<file path="src/rtl/pid_pkg.sv">
// Shared types and helpers for the PID sequencer.
//   sm32_t      : 32-bit sign-magnitude word (sign, 31-bit magnitude)
//   state_t     : sequencer FSM states
//   SM_MAG_MAX  : largest representable sign-magnitude magnitude
//   sm_to_twos  : sign-magnitude to 33-bit two's complement
package pid_pkg;

   localparam int unsigned SM_MAG_W = 31;
   localparam logic [SM_MAG_W-1:0] SM_MAG_MAX = '1;

   typedef struct packed {
      logic                sign;
      logic [SM_MAG_W-1:0] mag;
   } sm32_t;

   typedef enum logic [2:0] {
      S_IDLE  = 3'd0,
      S_CALC  = 3'd1,
      S_START = 3'd2,
      S_WAIT  = 3'd3,
      S_SCALE = 3'd4
   } state_t;

   // Negative zero maps to 0 naturally, so no special case is needed.
   function automatic logic signed [32:0] sm_to_twos(input sm32_t v);
      logic signed [32:0] m;
      m = $signed({2'b00, v.mag});
      return v.sign ? -m : m;
   endfunction

endpackage

</file>
<file path="src/rtl/pid_sequencer_sm_sub32.sv">
// Combinational sign-magnitude subtract diff_c = a - b.
//   a, b   : sign-magnitude operands (negative zero accepted as +0)
//   diff_c : sign-magnitude result, magnitude saturated to SM_MAG_MAX,
//            zero always emitted with sign 0
module sm_sub32
   import pid_pkg::*;
(
   input  sm32_t a,
   input  sm32_t b,
   output sm32_t diff_c
);

   logic signed [32:0] a_t;
   logic signed [32:0] b_t;
   logic [33:0]        d;
   logic [33:0]        mag_u;
   logic               neg;

   // Subtract in two's complement with one guard bit, then convert back.
   always_comb begin
      a_t   = sm_to_twos(a);
      b_t   = sm_to_twos(b);
      d     = {a_t[32], a_t} - {b_t[32], b_t};
      neg   = d[33];
      mag_u = neg ? (~d + 34'd1) : d;
      diff_c.sign = neg;
      if (mag_u > {3'b000, SM_MAG_MAX}) begin
         diff_c.mag = SM_MAG_MAX;
      end else begin
         diff_c.mag = mag_u[30:0];
      end
   end

endmodule

</file>
<file path="src/rtl/pid_sequencer.sv">
// Initiator side of the PID core start_calc/done handshake.
// On each accepted sample tick it forms setpoint - measurement, starts the
// PID core, waits (with timeout) for done, then scales and saturates the
// PID result into a signed actuator command.
//   clk, rst        : clock, asynchronous active-high reset
//   en              : gates sample_tick in IDLE
//   sample_tick     : one-cycle iteration request
//   setpoint        : sign-magnitude setpoint
//   measurement     : sign-magnitude measurement
//   clear_err       : clears timeout_err
//   error           : sign-magnitude error to the PID core
//   start_calc      : one-cycle start pulse to the PID core
//   done, pid_out   : PID core completion and sign-magnitude result
//   cmd_out         : two's-complement actuator command
//   cmd_valid       : one-cycle pulse when cmd_out updates
//   cmd_sat         : current cmd_out was clamped
//   busy            : FSM not in IDLE
//   timeout_err     : sticky timeout flag
//   overrun_cnt     : saturating count of dropped ticks
module pid_sequencer
   import pid_pkg::*;
#(
   parameter int unsigned TIMEOUT_CYCLES = 64,
   parameter int unsigned OUT_SHIFT      = 8,
   parameter int unsigned CMD_W          = 16
) (
   input  logic             clk,
   input  logic             rst,
   input  logic             en,
   input  logic             sample_tick,
   input  logic [31:0]      setpoint,
   input  logic [31:0]      measurement,
   input  logic             clear_err,
   output logic [31:0]      error,
   output logic             start_calc,
   input  logic             done,
   input  logic [31:0]      pid_out,
   output logic [CMD_W-1:0] cmd_out,
   output logic             cmd_valid,
   output logic             cmd_sat,
   output logic             busy,
   output logic             timeout_err,
   output logic [7:0]       overrun_cnt
);

   localparam int unsigned CNT_W = (TIMEOUT_CYCLES > 1) ? $clog2(TIMEOUT_CYCLES) : 1;
   localparam logic [CNT_W-1:0] CNT_LAST = CNT_W'(TIMEOUT_CYCLES - 1);
   localparam int unsigned MAG_W = CMD_W - 1;
   localparam logic [30:0] CMD_MAX = 31'((64'd1 << MAG_W) - 64'd1);

   state_t            state;
   state_t            state_next;
   sm32_t             sp_q;
   sm32_t             meas_q;
   sm32_t             pid_q;
   sm32_t             diff_c;
   logic [CNT_W-1:0]  cnt;

   logic              latch_op;
   logic              load_err;
   logic              clr_cnt;
   logic              inc_cnt;
   logic              cap_pid;
   logic              load_cmd;
   logic              set_to;

   logic [30:0]       shifted_c;
   logic              sat_c;
   logic [CMD_W-1:0]  mag_c;
   logic [CMD_W-1:0]  cmd_c;

   sm_sub32 u_err_sub (
      .a      (sp_q),
      .b      (meas_q),
      .diff_c (diff_c)
   );

   // State register.
   always_ff @(posedge clk or posedge rst) begin
      if (rst) begin
         state <= S_IDLE;
      end else begin
         state <= state_next;
      end
   end

   // Next-state and datapath strobes.
   always_comb begin
      state_next = state;
      latch_op   = 1'b0;
      load_err   = 1'b0;
      clr_cnt    = 1'b0;
      inc_cnt    = 1'b0;
      cap_pid    = 1'b0;
      load_cmd   = 1'b0;
      set_to     = 1'b0;
      unique case (state)
         S_IDLE: begin
            if (sample_tick && en) begin
               latch_op   = 1'b1;
               state_next = S_CALC;
            end
         end
         S_CALC: begin
            load_err   = 1'b1;
            state_next = S_START;
         end
         S_START: begin
            clr_cnt    = 1'b1;
            state_next = S_WAIT;
         end
         S_WAIT: begin
            // done takes priority over an expiring timeout
            if (done) begin
               cap_pid    = 1'b1;
               state_next = S_SCALE;
            end else if (cnt == CNT_LAST) begin
               set_to     = 1'b1;
               state_next = S_IDLE;
            end else begin
               inc_cnt = 1'b1;
            end
         end
         S_SCALE: begin
            load_cmd   = 1'b1;
            state_next = S_IDLE;
         end
         default: state_next = S_IDLE;
      endcase
   end

   // Scale and clamp the captured PID result; range is kept symmetric.
   always_comb begin
      shifted_c = pid_q.mag >> OUT_SHIFT;
      sat_c     = shifted_c > CMD_MAX;
      mag_c     = sat_c ? CMD_W'(CMD_MAX) : CMD_W'(shifted_c);
      cmd_c     = pid_q.sign ? (~mag_c + CMD_W'(1)) : mag_c;
   end

   assign busy = (state != S_IDLE);

   // Datapath and status registers.
   always_ff @(posedge clk or posedge rst) begin
      if (rst) begin
         sp_q        <= '0;
         meas_q      <= '0;
         pid_q       <= '0;
         error       <= '0;
         start_calc  <= 1'b0;
         cnt         <= '0;
         cmd_out     <= '0;
         cmd_valid   <= 1'b0;
         cmd_sat     <= 1'b0;
         timeout_err <= 1'b0;
         overrun_cnt <= '0;
      end else begin
         if (latch_op) begin
            sp_q   <= setpoint;
            meas_q <= measurement;
         end
         if (load_err) begin
            error <= diff_c;
         end
         start_calc <= (state_next == S_START);
         if (clr_cnt) begin
            cnt <= '0;
         end else if (inc_cnt) begin
            cnt <= cnt + CNT_W'(1);
         end
         if (cap_pid) begin
            pid_q <= pid_out;
         end
         cmd_valid <= load_cmd;
         if (load_cmd) begin
            cmd_out <= cmd_c;
            cmd_sat <= sat_c;
         end
         // a timeout in the same cycle as clear_err leaves the flag set
         if (set_to) begin
            timeout_err <= 1'b1;
         end else if (clear_err) begin
            timeout_err <= 1'b0;
         end
         if (sample_tick && busy && (overrun_cnt != 8'hFF)) begin
            overrun_cnt <= overrun_cnt + 8'd1;
         end
      end
   end

endmodule

</file>
<file path="config.mk">
export PLATFORM = sky130hd
export DESIGN_NAME = pid_sequencer
export DESIGN_NICKNAME = d
export VERILOG_FILES = /design/src/rtl/pid_pkg.sv /design/src/rtl/pid_sequencer_sm_sub32.sv /design/src/rtl/pid_sequencer.sv
export SDC_FILE = /design/constraint.sdc
export NUM_CORES = 1
export LEC_CHECK = 0
export ABC_CLOCK_PERIOD_IN_PS = 13700
export BUFFER_PORTS_ARGS = -buffer_cell sky130_fd_sc_hd__buf_4
export CAP_MARGIN = 20
export CORE_UTILIZATION = 52
export DETAILED_ROUTE_END_ITERATION = 6
export MAX_ROUTING_LAYER = met4
export PLACE_DENSITY_LB_ADDON = 0.08
export SLEW_MARGIN = 25
export SYNTH_ARGS = -nofsm -noshare
export SYNTH_HDL_FRONTEND = slang
export SYNTH_HIERARCHICAL = 1
export SYNTH_SLANG_ARGS = --single-unit
</file>
<file path="constraint.sdc">
create_clock -name clk -period 13.7 [get_ports clk]
set_input_delay 1.37 -clock clk [delete_from_list [all_inputs] [get_ports clk]]
set_output_delay 1.37 -clock clk [all_outputs]
set_load 0.01 [all_outputs]
</file>
# == After elaboration in Yosys (flattened, before gate mapping) ==
# Index checks and enable logic that the tools add are counted.
# W data, S select, Z words.
# op_classes
magnitude_cmp,2
addsub,7
reduce_logical,7
n_div,0
mux,27
n_mul,0
eq_ne,7
shift,0
n_bitwise,2
# op_table
cell,count
$mux W33,2
$neg A31 Y33,2
$add A34 B1 Y34 const B,1
$gt A34 B31 Y1 const B,1
$mux W34,1
$not A34 Y34,1
$sub A33 B33 Y34,1
$mux W16,2
$mux W31,1
$gt A23 B15 Y1 const B,1
$add A16 B1 Y16 const B,1
$not A16 Y16,1
$mux W1,15
$mux W6,2
$pmux W3 S4,1
$eq A3 B2 Y1 const B,3
$mux W3,3
$add A8 B1 Y8 const B,1
$ne A8 B8 Y1 const B,1
$add A6 B1 Y6 const B,1
$eq A6 B6 Y1 const B,1
$reduce_bool A2 Y1,2
$eq A3 B1 Y1 const B,1
$eq A3 B3 Y1 const B,1
other kinds (3),5
# word_totals
output_inout_bits,61
ramBits,0
memories,0
rom_bits,0
latchBits,0
regBits,165
elab_cells,67

# == Longest topological paths before layout ==
# logic_depth
word_depth,8
mapped_depth,23
ltp_nobuf,21

# == Modules after synthesis ==
# The synthesis kept the hierarchy.
# by_module_without_submodules
module,seq_area_each_um2,cells_each,area_per_inst_um2,n_inst
pid_sequencer,3928.8,527,6495.0,1
sm_sub32,0.0,673,4823.4,1

# == Worst setup path before layout ==
# OpenSTA, ideal clock, no wires.
# synth_timing
kind,register to register
start,register meas_q[8] in the netlist's numbering
end,register error[29]
path_stages_with_launch,18
period_less_slack_ps,5318
setup_slack_ps,8382
path_buffers,1
t_arrival_ps,5193
cell_sequence,dfrtp_1 or4_1 nor4_2 or3b_1 or4_1 o31ai_1 xor2_1 ha_1 nand2_1 nor3_1 a21o_1 o311a_1 or4_1 a21o_1 o41ai_4 buf_6 o211ai_2 mux2_2
# synth_lines
element,line_no,text
from (decl),pid_sequencer.sv:54,sm32_t meas_q;
from (signal assigned),pid_sequencer.sv:159,meas_q <= measurement;
to (signal assigned),pid_sequencer.sv:162,error <= diff_c;
to (decl),pid_sequencer.sv:34,"output logic [31:0] error,"

==> metrics <==
Cell Area, Synth=11320 um2; share of layout cells above drive strength 1=27.04%; Hold Fails Final Rpt=0; total core area=21150 um2; number of global-route vias before repair=9419; Critical Path Source Type=flip-flop; worst skew pair latency=0.44 ns; final design utilization=62.81%; R2R setup slack=7.19 ns; Horiz. Die Dim=149.5 um; fin crit period=6.511 ns; RSZ-0062 raised after global routing=false; Clock Skews=0.01375 ns; routability congestion estimate=0.8666; max cap viols=0; hold buffer count at CTS=0; number of synthesized flops with an enable pin=0; f_max=153.6 MHz; R2R Path Start=meas_q[8]; Synth Instances=1200; starting density of the core=53.50%; die height=149.5 um; Synth Flop Type=dfrtp_1; area post-placement=12620 um2; Unique masters post-synth=94; FF-to-FF path depth=20; max-slew violation count=0; Routed WL per cell=16.51 um; area grow syn2layout=17.40%; crit path DAT=6.83 ns; PostCTS Resize Cnt=0; total negative slack=0 ns; fin crit share=47.53%; Synth Warn #=6; register area share after synthesis=34.71%; most frequent cells in the layout=buf_4, dfrtp_1, nand2_1, mux2_2, xnor2_1; row count=53; CP Capture Type=flip-flop; fin area=13290 um2; Nets=1469; async set or reset register ratio after synthesis=100.0%; drt pass-1 iters=5; commonest non-fill, non-tap cell in the layout=buf_4; FF+latch count, synth=157; first-pass GRT wire length=45550 um; status=finished, final reports clean; overall global routing resource usage=26.22%; Hold Crit Depth=2; DR vias/cell=5.848; DRC=0; crit-path max FO=31; initial antenna violation count=0; setup repair bufs after CTS=0; maximum root-to-sink buffer count=2; average size of a mapped cell=9.432 um2; IO buf count=154; initial DRC count=427; Hold Crit Class=reg -> reg; number of buffers created by CTS=17; Final Routed Wirelength=26650 um; DP Wirelength=19740 um; CTS clk-pin slew, worst paths=0.07 ns; Endpoint, Worst Hold=cmd_out[1]; CP required=14.02 ns; Clock Tree Root=clkbuf_16; relative slew slack=34.18%; CTS tree=built; Worst Tran Pin Value=0.9783 ns; Syn Nets=1342; I/O pin count=163; die area=22360 um2; total number of vias=9439; Final setup viols=0; worst r2r dst=error[29]; clock sinks=157; CP Class=reg -> reg; min-delay src=cmd_out[1]; htree depth=4; largest net degree at the start of global routing=101; aggregate global routing overflow=0; ANT cells=0; Routed Antenna Nets=0
-- how the worst max path moves through the flow --
stage              start         end  slack, ns  cells after the start
6_report       meas_q[8]   error[29]       7.19                     20
2_1_floorplan        rst  cmd_out[0]       8.10                      1
3_3_place_gp   meas_q[8]   error[29]       7.30                     20
5_1_grt        meas_q[8]   error[29]       6.76                     20
4_1_cts        meas_q[8]   error[29]       7.26                     20
3_5_place_dp   meas_q[8]   error[29]       7.28                     20
-- cells by family (layout without fill, tap and decap cells) --
logic type	Yosys count	count (layout)	share of synthesized area, %
buffers and inverters	78	217	3.128
xor gates and xnor gates	112	112	8.965
and+or+nand+nor	415	415	19.49
DFF	157	157	34.71
muxes	102	102	10.10
adders and majority gates	40	40	4.488
AOI/OAI and AO/OA	296	296	19.11
-- layer usage --
metal  global-route usage, %  vias to the layer above  share of wire, %
met2                   45.81                      191                53
met1                   30.02                     4525                42
met5                       -                        -                 0
met3                   4.177                       48               3.2
met4                   9.949                        0               2.6
li1                        -                     4675                 -
-- critical path, stage by stage, from the launching register on --
cell      delay, ns
dfrtp_1        0.42
or4_1          0.62
nor4_2         0.23
or3b_1         0.44
or4_1          0.54
o31ai_1        0.30
xor2_1         0.11
ha_1           0.42
nand2_1        0.15
or3_1          0.39
a31oi_1        0.18
a311oi_2       0.09
nor4b_1        0.36
o32a_1         0.21
buf_4          0.24
inv_1          0.28
or3_1          0.49
o41ai_4        0.07
buf_4          0.47
o211ai_2       0.12
mux2_2         0.27
-- Yosys cell counts (all sizes together), types with 4 or more instances --
cell    instances  area (um2)
dfrtp         157        3929
nand2         155       581.8
mux2           98        1104
o21ai          95       584.3
xnor2          62       558.0
a21oi          51       255.2
nor2           51       191.4
xor2           50       456.7
ha             39       488.0
clkbuf         33       127.6
o31ai          28       210.2
nand3          26       130.1
nor3           26       135.1
or3            26       167.7
or4            24       183.9
buf            22       140.1
inv            22       82.58
and2           16       100.1
nand4          16       112.6
nand2b         14       87.58
nor4           12       111.4
o211ai         12       105.1
o41ai          12       123.9
a31oi          10       62.56
o21a           10       75.07
a211oi          9       77.57
a21o            9       67.56
nor2b           8       50.05
nor3b           8       75.08
o21bai          7       56.30
or2             7       43.80
and3            6       37.54
nand4b          6       67.56
o31a            6       52.55
a21boi          5       37.54
a311oi          5       56.31
o311ai          5       43.80
mux2i           4       40.04
o311a           4       40.04
-- sequential cells by signal, indices dropped and copies added, names as in the netlist --
signal	flops
error	32
meas_q	32
sp_q	32
pid_q	24
cmd_out	16
overrun_cnt	8
cnt	6
state	3
cmd_sat	1
cmd_valid	1
start_calc	1
timeout_err	1
-- final cells by class --
type,instances,area (um2)
Clock buffer,17,425.4
Tap cell,275,344.1
Inverter,23,91.34
Multi-Input combinational cell,965,7049
Clock inverter,14,201.4
Sequential cell,157,3929
Fill cell,1878,7866
Timing Repair Buffer,163,1247
-- metrics by stage --
stage,hold WS [ns],setup slack [ns],cells
2_1_floorplan,0.4601,8.095,1200
3_3_place_gp,0.4579,7.297,1581
3_5_place_dp,0.4584,7.281,1581
4_1_cts,0.4727,7.260,1612
5_1_grt,0.5151,6.760,1614
6_report,0.4660,7.189,1614
Power is not shown: default switching activity piles up to over one toggle a cycle in this logic, so the estimate is an artifact.
